<file path="src/rtl/fft_pkg.sv">
// Shared FFT datapath definitions: frame geometry, sample type and the
// fill state of a ping-pong frame bank.
package fft_pkg;

    localparam int SAMPLE_SIZE  = 16;
    localparam int BUFFER_SIZE  = 8;
    localparam int TWIDDLE_SIZE = 16;

    typedef logic signed [SAMPLE_SIZE-1:0] sample_t;

    typedef enum logic [1:0] {
        EMPTY   = 2'd0,
        FILLING = 2'd1,
        FULL    = 2'd2
    } bank_state_e;

    // Slot index width; a one-slot frame still needs a one-bit index.
    function automatic int idx_width(input int n);
        return (n > 1) ? $clog2(n) : 1;
    endfunction

endpackage

</file>
<file path="src/rtl/fft_frame_bank.sv">
// One half of the ping-pong frame store: BUFFER_SIZE sample slots plus the
// EMPTY/FILLING/FULL state that arbitrates writer and reader ownership.
module fft_frame_bank #(
    parameter int SAMPLE_SIZE = fft_pkg::SAMPLE_SIZE,
    parameter int BUFFER_SIZE = fft_pkg::BUFFER_SIZE,
    parameter int IDX_W       = fft_pkg::idx_width(BUFFER_SIZE)
) (
    input  logic                                 clk,
    input  logic                                 rst_n,
    input  logic                                 i_wr_en,
    input  logic [IDX_W-1:0]                     i_wr_idx,
    input  logic signed [SAMPLE_SIZE-1:0]        i_wr_data,
    input  logic                                 i_wr_last,
    input  logic                                 i_release,
    output logic [BUFFER_SIZE*SAMPLE_SIZE-1:0]   o_frame,
    output fft_pkg::bank_state_e                 o_state
);
    import fft_pkg::*;

    bank_state_e                   r_state;
    logic signed [SAMPLE_SIZE-1:0] r_slot [BUFFER_SIZE];

    // Writer and reader never own the same bank at once, so release and
    // write strobes are mutually exclusive in practice.
    always_ff @(posedge clk or negedge rst_n) begin
        if (!rst_n) begin
            r_state <= EMPTY;
        end else if (i_release) begin
            r_state <= EMPTY;
        end else if (i_wr_en) begin
            r_state <= i_wr_last ? FULL : FILLING;
        end
    end

    always_ff @(posedge clk) begin
        if (i_wr_en) begin
            r_slot[i_wr_idx] <= i_wr_data;
        end
    end

    for (genvar k = 0; k < BUFFER_SIZE; k++) begin : g_pack
        assign o_frame[k*SAMPLE_SIZE +: SAMPLE_SIZE] = r_slot[k];
    end

    assign o_state = r_state;

endmodule

</file>
<file path="src/rtl/fft_frame_assembler.sv">
// Serial-to-parallel frame assembler feeding FFT_Top: two ping-pong banks,
// one filling from the sample stream while the other is offered as a frame.
module fft_frame_assembler #(
    parameter int SAMPLE_SIZE = fft_pkg::SAMPLE_SIZE,
    parameter int BUFFER_SIZE = fft_pkg::BUFFER_SIZE
) (
    input  logic                                 clk,
    input  logic                                 rst_n,
    input  logic signed [SAMPLE_SIZE-1:0]        sample_in,
    input  logic                                 sample_valid,
    output logic                                 sample_ready,
    output logic [BUFFER_SIZE*SAMPLE_SIZE-1:0]   frame_out,
    output logic                                 frame_valid,
    input  logic                                 frame_ready,
    output logic                                 overrun,
    output logic                                 overrun_seen
);
    import fft_pkg::*;

    localparam int IDX_W   = idx_width(BUFFER_SIZE);
    localparam int FRAME_W = BUFFER_SIZE * SAMPLE_SIZE;

    logic [IDX_W-1:0]   r_wr_idx;
    logic               r_wr_bank;
    logic               r_rd_bank;
    logic               r_overrun;
    logic               r_overrun_seen;

    bank_state_e        w_state [2];
    logic [FRAME_W-1:0] w_frame [2];
    logic               w_ready;
    logic               w_accept;
    logic               w_last;
    logic               w_frame_valid;
    logic               w_handshake;

    // Only a FULL write bank blocks input, which happens once both banks hold
    // frames and the write pointer has wrapped onto the read bank.
    assign w_ready       = rst_n & (w_state[r_wr_bank] != FULL);
    assign w_accept      = sample_valid & w_ready;
    assign w_last        = (r_wr_idx == IDX_W'(BUFFER_SIZE - 1));
    assign w_frame_valid = (w_state[r_rd_bank] == FULL);
    assign w_handshake   = w_frame_valid & frame_ready;

    for (genvar b = 0; b < 2; b++) begin : g_bank
        fft_frame_bank #(
            .SAMPLE_SIZE (SAMPLE_SIZE),
            .BUFFER_SIZE (BUFFER_SIZE),
            .IDX_W       (IDX_W)
        ) u_bank (
            .clk       (clk),
            .rst_n     (rst_n),
            .i_wr_en   (w_accept & (r_wr_bank == 1'(b))),
            .i_wr_idx  (r_wr_idx),
            .i_wr_data (sample_in),
            .i_wr_last (w_last),
            .i_release (w_handshake & (r_rd_bank == 1'(b))),
            .o_frame   (w_frame[b]),
            .o_state   (w_state[b])
        );
    end

    always_ff @(posedge clk or negedge rst_n) begin
        if (!rst_n) begin
            r_wr_idx  <= '0;
            r_wr_bank <= 1'b0;
            r_rd_bank <= 1'b0;
        end else begin
            if (w_accept) begin
                r_wr_idx <= w_last ? '0 : r_wr_idx + IDX_W'(1);
                if (w_last) begin
                    r_wr_bank <= ~r_wr_bank;
                end
            end
            if (w_handshake) begin
                r_rd_bank <= ~r_rd_bank;
            end
        end
    end

    always_ff @(posedge clk or negedge rst_n) begin
        if (!rst_n) begin
            r_overrun      <= 1'b0;
            r_overrun_seen <= 1'b0;
        end else begin
            r_overrun <= sample_valid & ~w_ready;
            if (sample_valid & ~w_ready) begin
                r_overrun_seen <= 1'b1;
            end
        end
    end

    // Zeroing the idle bus makes reset visibly clear frame_out without
    // resetting the sample storage itself.
    assign frame_out    = w_frame_valid ? w_frame[r_rd_bank] : '0;
    assign frame_valid  = w_frame_valid;
    assign sample_ready = w_ready;
    assign overrun      = r_overrun;
    assign overrun_seen = r_overrun_seen;

endmodule

</file>
<file path="config.mk">
export PLATFORM = sky130hd
export DESIGN_NAME = fft_frame_assembler
export DESIGN_NICKNAME = d
export VERILOG_FILES = /design/src/rtl/fft_pkg.sv /design/src/rtl/fft_frame_bank.sv /design/src/rtl/fft_frame_assembler.sv
export SDC_FILE = /design/constraint.sdc
export NUM_CORES = 1
export LEC_CHECK = 0
export ABC_AREA = 1
export BUFFER_PORTS_ARGS = -buffer_cell sky130_fd_sc_hd__buf_2
export CAP_MARGIN = 5
export CORE_ASPECT_RATIO = 0.7
export CORE_MARGIN = 4
export CORE_UTILIZATION = 40
export DETAILED_ROUTE_END_ITERATION = 12
export PLACE_DENSITY = 0.6
export SYNTH_ARGS = -nofsm -noshare
export SYNTH_HDL_FRONTEND = slang
export SYNTH_SLANG_ARGS = --single-unit
</file>
<file path="constraint.sdc">
create_clock -name clk -period 2.3 [get_ports clk]
set_input_delay 0.115 -clock clk [delete_from_list [all_inputs] [get_ports clk]]
set_output_delay 0.115 -clock clk [all_outputs]
set_load 0.005 [all_outputs]
</file>
### Word-level counts from Yosys, hierarchy flattened

Memories as Yosys holds them, arrays and structs flattened.
Cells that the tools add are included.

| storage, ports and cells | value |
|---|---|
| memories kept | 2 |
| bits in registers | 11 |
| RAM bits | 256 |
| word-level logic and storage cells | 51 |
| bits of input ports | 20 |

| cells by class | value |
|---|---|
| $add $sub $neg | 1 |
| bitwise logic cells | 13 |
| eq/ne operators | 3 |
| order comparisons | 2 |
| mux-type cells | 20 |
| reductions and logical operators | 3 |

Memory list:

| memory | depth | width | read ports | clocked after memory_dff | wr ports | line | text |
|---|---|---|---|---|---|---|---|
| g_bank[0].u_bank.r_slot | 8 | 16 | 8 | 0 | 1 | fft_frame_bank.sv:21 | `logic signed [SAMPLE_SIZE-1:0] r_slot [BUFFER_SIZE];` |
| g_bank[1].u_bank.r_slot | 8 | 16 | 8 | 0 | 1 | fft_frame_bank.sv:21 |  |

Operators with widths:

| kind | count |
|---|---|
| $mux W128 | 4 |
| $mux W2 | 11 |
| $and A1 B1 Y1 | 8 |
| $ge A2 B2 Y1 const B | 2 |
| $mux W1 | 4 |
| $not A1 Y2 | 2 |
| $reduce_bool A2 Y1 | 2 |
| $add A3 B1 Y3 const B | 1 |
| $eq A3 B3 Y1 const B | 1 |
| $mux W3 | 1 |
| $not A1 Y1 | 3 |
| $eq A2 B2 Y1 const B | 1 |
| $ne A2 B2 Y1 const B | 1 |
| $reduce_and A2 Y1 | 1 |

### Longest topological paths before layout

| depth | value |
|---|---|
| depth after elaboration | 10 |
| depth in mapped cells | 9 |
| gate-level depth less buffers | 7 |

### By module

From an unflattened synthesis, not the netlist that was laid out.

| unflattened totals | value |
|---|---|
| cells, all modules | 788 |
| area total of the unflattened synthesis | 10,221.1 um^2 |

By module, submodules not included:

| module | instances | sequential area each (um^2) | area each (um^2) | cells an instance |
|---|---|---|---|---|
| fft_frame_bank | 2 | 3,893.7 | 3,993.8 | 156 |
| fft_frame_assembler | 1 | 175.2 | 2,233.4 | 476 |

### Worst setup path before layout

Ideal clock, no wire load.

| timing | value |
|---|---|
| path kind | reg2reg |
| start point | register r_wr_bank |
| end point | memory g_bank[0].u_bank.r_slot[0][0] (enable) |
| slack | 253 ps |
| setup time | 388 ps |
| clock period less this slack | 2,047 ps |
| cell stages (with the launch flop) | 7 |
| path buffers | 1 |
| arrival | 1,659 ps |
| path through | dfrtp_1 > nand3_1 > nand2_1 > nor2_1 > nand3_1 > buf_2 > nor2_1 |

| on the way | value |
|---|---|
| longest elaborated chain between the ends | 10 |

Ends and longest elaborated chain:

| item | line | text |
|---|---|---|
| start: declaration | fft_frame_assembler.sv:24 | `logic r_wr_bank;` |
| start signal: assignment | fft_frame_assembler.sv:72 | `r_wr_bank <= ~r_wr_bank;` |
| $not A1 Y2 (not written as such) | fft_frame_assembler.sv:39 | `assign w_ready = rst_n & (w_state[r_wr_bank] != FULL);` |
| $mux W2 (not written as such) (3 in a row) | fft_frame_assembler.sv:39 |  |
| $ne A2 B2 Y1 | fft_frame_assembler.sv:39 |  |
| $and A1 B1 Y1 | fft_frame_assembler.sv:39 |  |
| named net sample_ready | fft_frame_assembler.sv:11 | `output logic sample_ready,` |
| $and A1 B1 Y1 | fft_frame_assembler.sv:40 | `assign w_accept = sample_valid & w_ready;` |
| $and A1 B1 Y1 | fft_frame_assembler.sv:53 | `.i_wr_en (w_accept & (r_wr_bank == 1'(b))),` |
| $mux W1 | fft_frame_bank.sv:36 | `if (i_wr_en) begin` |
| $mux W1 (not written as such) | fft_frame_bank.sv:37 | `r_slot[i_wr_idx] <= i_wr_data;` |
| end: declaration | fft_frame_bank.sv:21 |  |

The timed path passes the listed nets, and every way through them passes these cells. The select of a mux whose other input is x is not followed.

### Final worst setup path

| timing | value |
|---|---|
| start point | register r_rd_bank |
| end point | output port frame_out[91] |

| on the way | value |
|---|---|
| longest elaborated chain between the ends | 6 |

Ends and longest elaborated chain:

| item | line | text |
|---|---|---|
| start: declaration | fft_frame_assembler.sv:25 | `logic r_rd_bank;` |
| start signal: assignment | fft_frame_assembler.sv:76 | `r_rd_bank <= ~r_rd_bank;` |
| $not A1 Y2 (not written as such) * | fft_frame_assembler.sv:42, fft_frame_assembler.sv:95 |  |
| $mux W2 (not written as such) (3 in a row) | fft_frame_assembler.sv:42 | `assign w_frame_valid = (w_state[r_rd_bank] == FULL);` |
| $eq A2 B2 Y1 | fft_frame_assembler.sv:42 |  |
| $mux W128 * | fft_frame_assembler.sv:95 | `assign frame_out = w_frame_valid ? w_frame[r_rd_bank] : '0;` |
| end: declaration | fft_frame_assembler.sv:12 | `output logic [BUFFER_SIZE*SAMPLE_SIZE-1:0] frame_out,` |

Mark *: on every way between the ends. The rest lies on a longest branch, timed or not. The select of a mux whose other input is x is not followed.

==> flow_metrics.env <==
export IMPL_status="finished, final reports clean"
export IMPL_p_sw_share_pct=30.3
export IMPL_setup_worst_path_class="flop to output pin"
export IMPL_finalPower_w=0.0124
export IMPL_worstMarginPinSlew_ps=568
export IMPL_grt_pass1_vias=6199
export IMPL_drive_gt1_share_pct=26.5
export IMPL_seqPwrFrac_pct=46.2
export IMPL_gp_congestion=0.798
export IMPL_critPathCaptureType="output pin"
export IMPL_relSlewSlack_pct=62.1
export IMPL_crit_start="r_rd_bank"
export IMPL_cp_endpoint="frame_out[91]"
export IMPL_clkPwrFrac_pct=31.3
export IMPL_hold_slack_ps=9.42
export IMPL_reg2reg_slack_ps=500
export IMPL_synth_cell_types=17
export IMPL_powerDensity_mw_per_mm2=999
export IMPL_cpPeakStageDelay_ps=510
export IMPL_synth_seq_cells=267
export IMPL_antenna_left=0
export IMPL_drtPass1Iterations=6
export IMPL_avgViaCountPerCell=5.01
export IMPL_drv_cap=0
export IMPL_finalClockSkew_ps=9.30
export IMPL_num_rows=48
export IMPL_timing_rr_end="g_bank[0].u_bank.r_slot[1][5]"
export IMPL_synthTopCellsByArea="edfxtp_1, nand2_1, a21oi_1"
export IMPL_comb_power_share_pct=22.5
export IMPL_grt_overflow_total=0
export IMPL_r2r_cells=7
export IMPL_fp_dieArea_mm2=0.0279
export IMPL_numCtsBuffers=26
export IMPL_syn_to_final_growth_pct=22.7
export IMPL_wire_per_inst_um=20.4
export IMPL_yosys_area_top_type="edfxtp_1"
export IMPL_drv_slew=0
export IMPL_drc_errors=0
export IMPL_hold_viol=0
export IMPL_grt_max_degree=130
export IMPL_cts_sinks=267
export IMPL_min_path_type="input port to flop"
export IMPL_initial_core_util_pct=40.8
export IMPL_max_freq_ghz=0.445
export IMPL_final_core_util_pct=50.1
export IMPL_tns_ps=0
export IMPL_core_mm2=0.0247
export IMPL_io_pins=152
export IMPL_synth_fp_nets=794
export IMPL_nNetsFinal=961
export IMPL_multi_input_area_mm2=0.00205
export IMPL_port_buffers=151
export IMPL_fin_cells=1284
export IMPL_netlist_area_mm2=0.0101
export IMPL_ys_seq_area_share_pct=78.8
export IMPL_p_switching_w=0.00375
export IMPL_ys_warn_count=0
export IMPL_h_tree_depth=1
export IMPL_avgSynthCellArea_um2=13.1
export IMPL_seqCellArea_mm2=0.00797
export IMPL_p_int_w=0.00863
export IMPL_grt_pass1_wl_um=38900
export IMPL_vdd_ir_drop_max_mv=0.591
export IMPL_slowest_stage="dfrtp_4"
export IMPL_setup_viol=0
export IMPL_post_place_cells=1228
export IMPL_post_route_min_period_ps=2240
export IMPL_root_buffer="clkbuf_16"
export IMPL_cts_tree="yes"
export IMPL_antenna_found_initial=2
export IMPL_die_h_um=141
export IMPL_vias=6429
export IMPL_path_clk_slew_ps=70
export IMPL_cts_path_max_buffers=3
export IMPL_crit_chain="inv_4 -> nand2_1 -> o21ai_4 -> bufinv_16 -> buf_6 -> a21oi_1 -> buf_2"
export IMPL_cp_required_ps=2180
export IMPL_synth_top_area_share_pct=76.1
export IMPL_worst_path_max_fanout=27
export IMPL_cp_arrival_ps=2130
export IMPL_drt_iter0_markers=459
export IMPL_grtUsageTotal_pct=18.3
export IMPL_die_w_um=198
export IMPL_drt_total_wl_um=26200
export IMPL_r2r_start="r_wr_bank"
export IMPL_insertion_delay_ps=520
export IMPL_synth_cells=772
export IMPL_hpwl_um=14400
export IMPL_layout_worst_path_cycle_share_pct=97.6
export IMPL_start_kind="flop"
export IMPL_num_fill_cells=2222
export IMPL_p_leak_nw=4.75
## layout by cell type (no fill, tap or decap), drive strengths merged
master	n
nand2	271
edfxtp	256
buf	176
a21oi	129
clkbuf	30
nor2	21
nand3	15
clkinv	15
inv	13
dfrtp	11
o21ai	8
dlygate4sd3	4
clkinvlp	3
ha	2
diode	1
bufinv	1
nand4	1
or2	1
bufbuf	1
## area by class of cell
cell class / instances / area share [%]
repair inverters: 1 / 0.0707
repair buffers: 182 / 8.94
clock buffers: 29 / 5.51
flip-flops and latches: 267 / 64.3
well taps: 325 / 3.28
inverters: 13 / 0.626
clock inverters: 18 / 0.717
diodes: 1 / 0.0202
multi-input cells: 448 / 16.6
## flip-flops by register name, indices dropped and copies added, names as in the netlist
name / cells
g_bank.u_bank.o_state: 4
r_rd_bank: 1
overrun_seen: 1
r_wr_idx: 3
g_bank.u_bank.r_slot: 256
r_wr_bank: 1
overrun: 1
## Yosys cell counts
cell / instances
ha_1: 2
buf_2: 18
nor2_1: 20
or2_1: 1
buf_1: 2
nand4_1: 1
edfxtp_1: 256
nand3_1: 15
nand2_1: 271
o21ai_2: 1
nor2_2: 1
o21ai_1: 7
dfrtp_1: 11
inv_1: 10
inv_2: 3
clkbuf_1: 24
a21oi_1: 129
## power by group through the flow
stage / clock network (W) / logic [W] / registers, W
2_1_floorplan: 0 / 0.00143 / 0.00579
5_1_grt: 0.00417 / 0.00309 / 0.00574
6_report: 0.00388 / 0.00278 / 0.00572
3_5_place_dp: 0 / 0.00249 / 0.00582
3_3_place_gp: 0 / 0.00247 / 0.00581
4_1_cts: 0.00396 / 0.00264 / 0.00572
## layer usage
layer  track usage, %  up-vias  wire length [µm]
li1                 -     3046                 -
met1             28.6     3152             12500
met2             27.7      199             11800
met3             3.03       30              1530
met4             3.04        2               364
met5                0        -                12
## how the worst min path moves through the flow
stage / from / end / slack [ps] / cells after the start
after detailed placement: rst_n / r_rd_bank / -40 / 1
after global placement: rst_n / r_wr_idx[0] / -40 / 1
final: sample_in[3] / g_bank[1].u_bank.r_slot[6][3] / 9 / 1
after CTS: sample_in[3] / g_bank[1].u_bank.r_slot[6][3] / 6 / 1
after floorplan: rst_n / g_bank[0].u_bank.o_state[0] / -180 / 0
after global routing: sample_in[3] / g_bank[0].u_bank.r_slot[4][3] / 10 / 1
## cells by family after synthesis
family,Yosys count,synth area share (%)
flip-flops,267,78.8
AND/OR/NAND/NOR,309,11.7
buffers and inverters,57,2.34
adder cells (fa/ha/maj),2,0.248
AO/OA/AOI/OAI,137,6.83
## through the flow
step,setup slack (ps),area (µm²)
after floorplan,253,10100
final,55.2,12400
after detailed placement,375,11300
after CTS,-8.94,12200
after global placement,442,11300
after global routing,-1.88,12400
## worst max-delay path: cells and delay by family (launching register included)
| family | cells | cell delay (ps) |
|---|---|---|
| DFF | 1 | 510 |
| and+or+nand+nor | 1 | 110 |
| buffers and inverters | 4 | 700 |
| AOI/OAI and AO/OA | 2 | 260 |
## timing repair
item | 4_1_cts | 5_1_grt
gates resized for setup | 14 | 30
pin swaps | 0 | 1
endpoints found under the setup margin | 85 | 40
buffers inserted | 0 | 1
gates cloned | 1 | 2
hold buffers | 4 | 0
endpoints found under the hold margin | 17 | 0
Note: power is estimated with default switching activity, not from simulation.
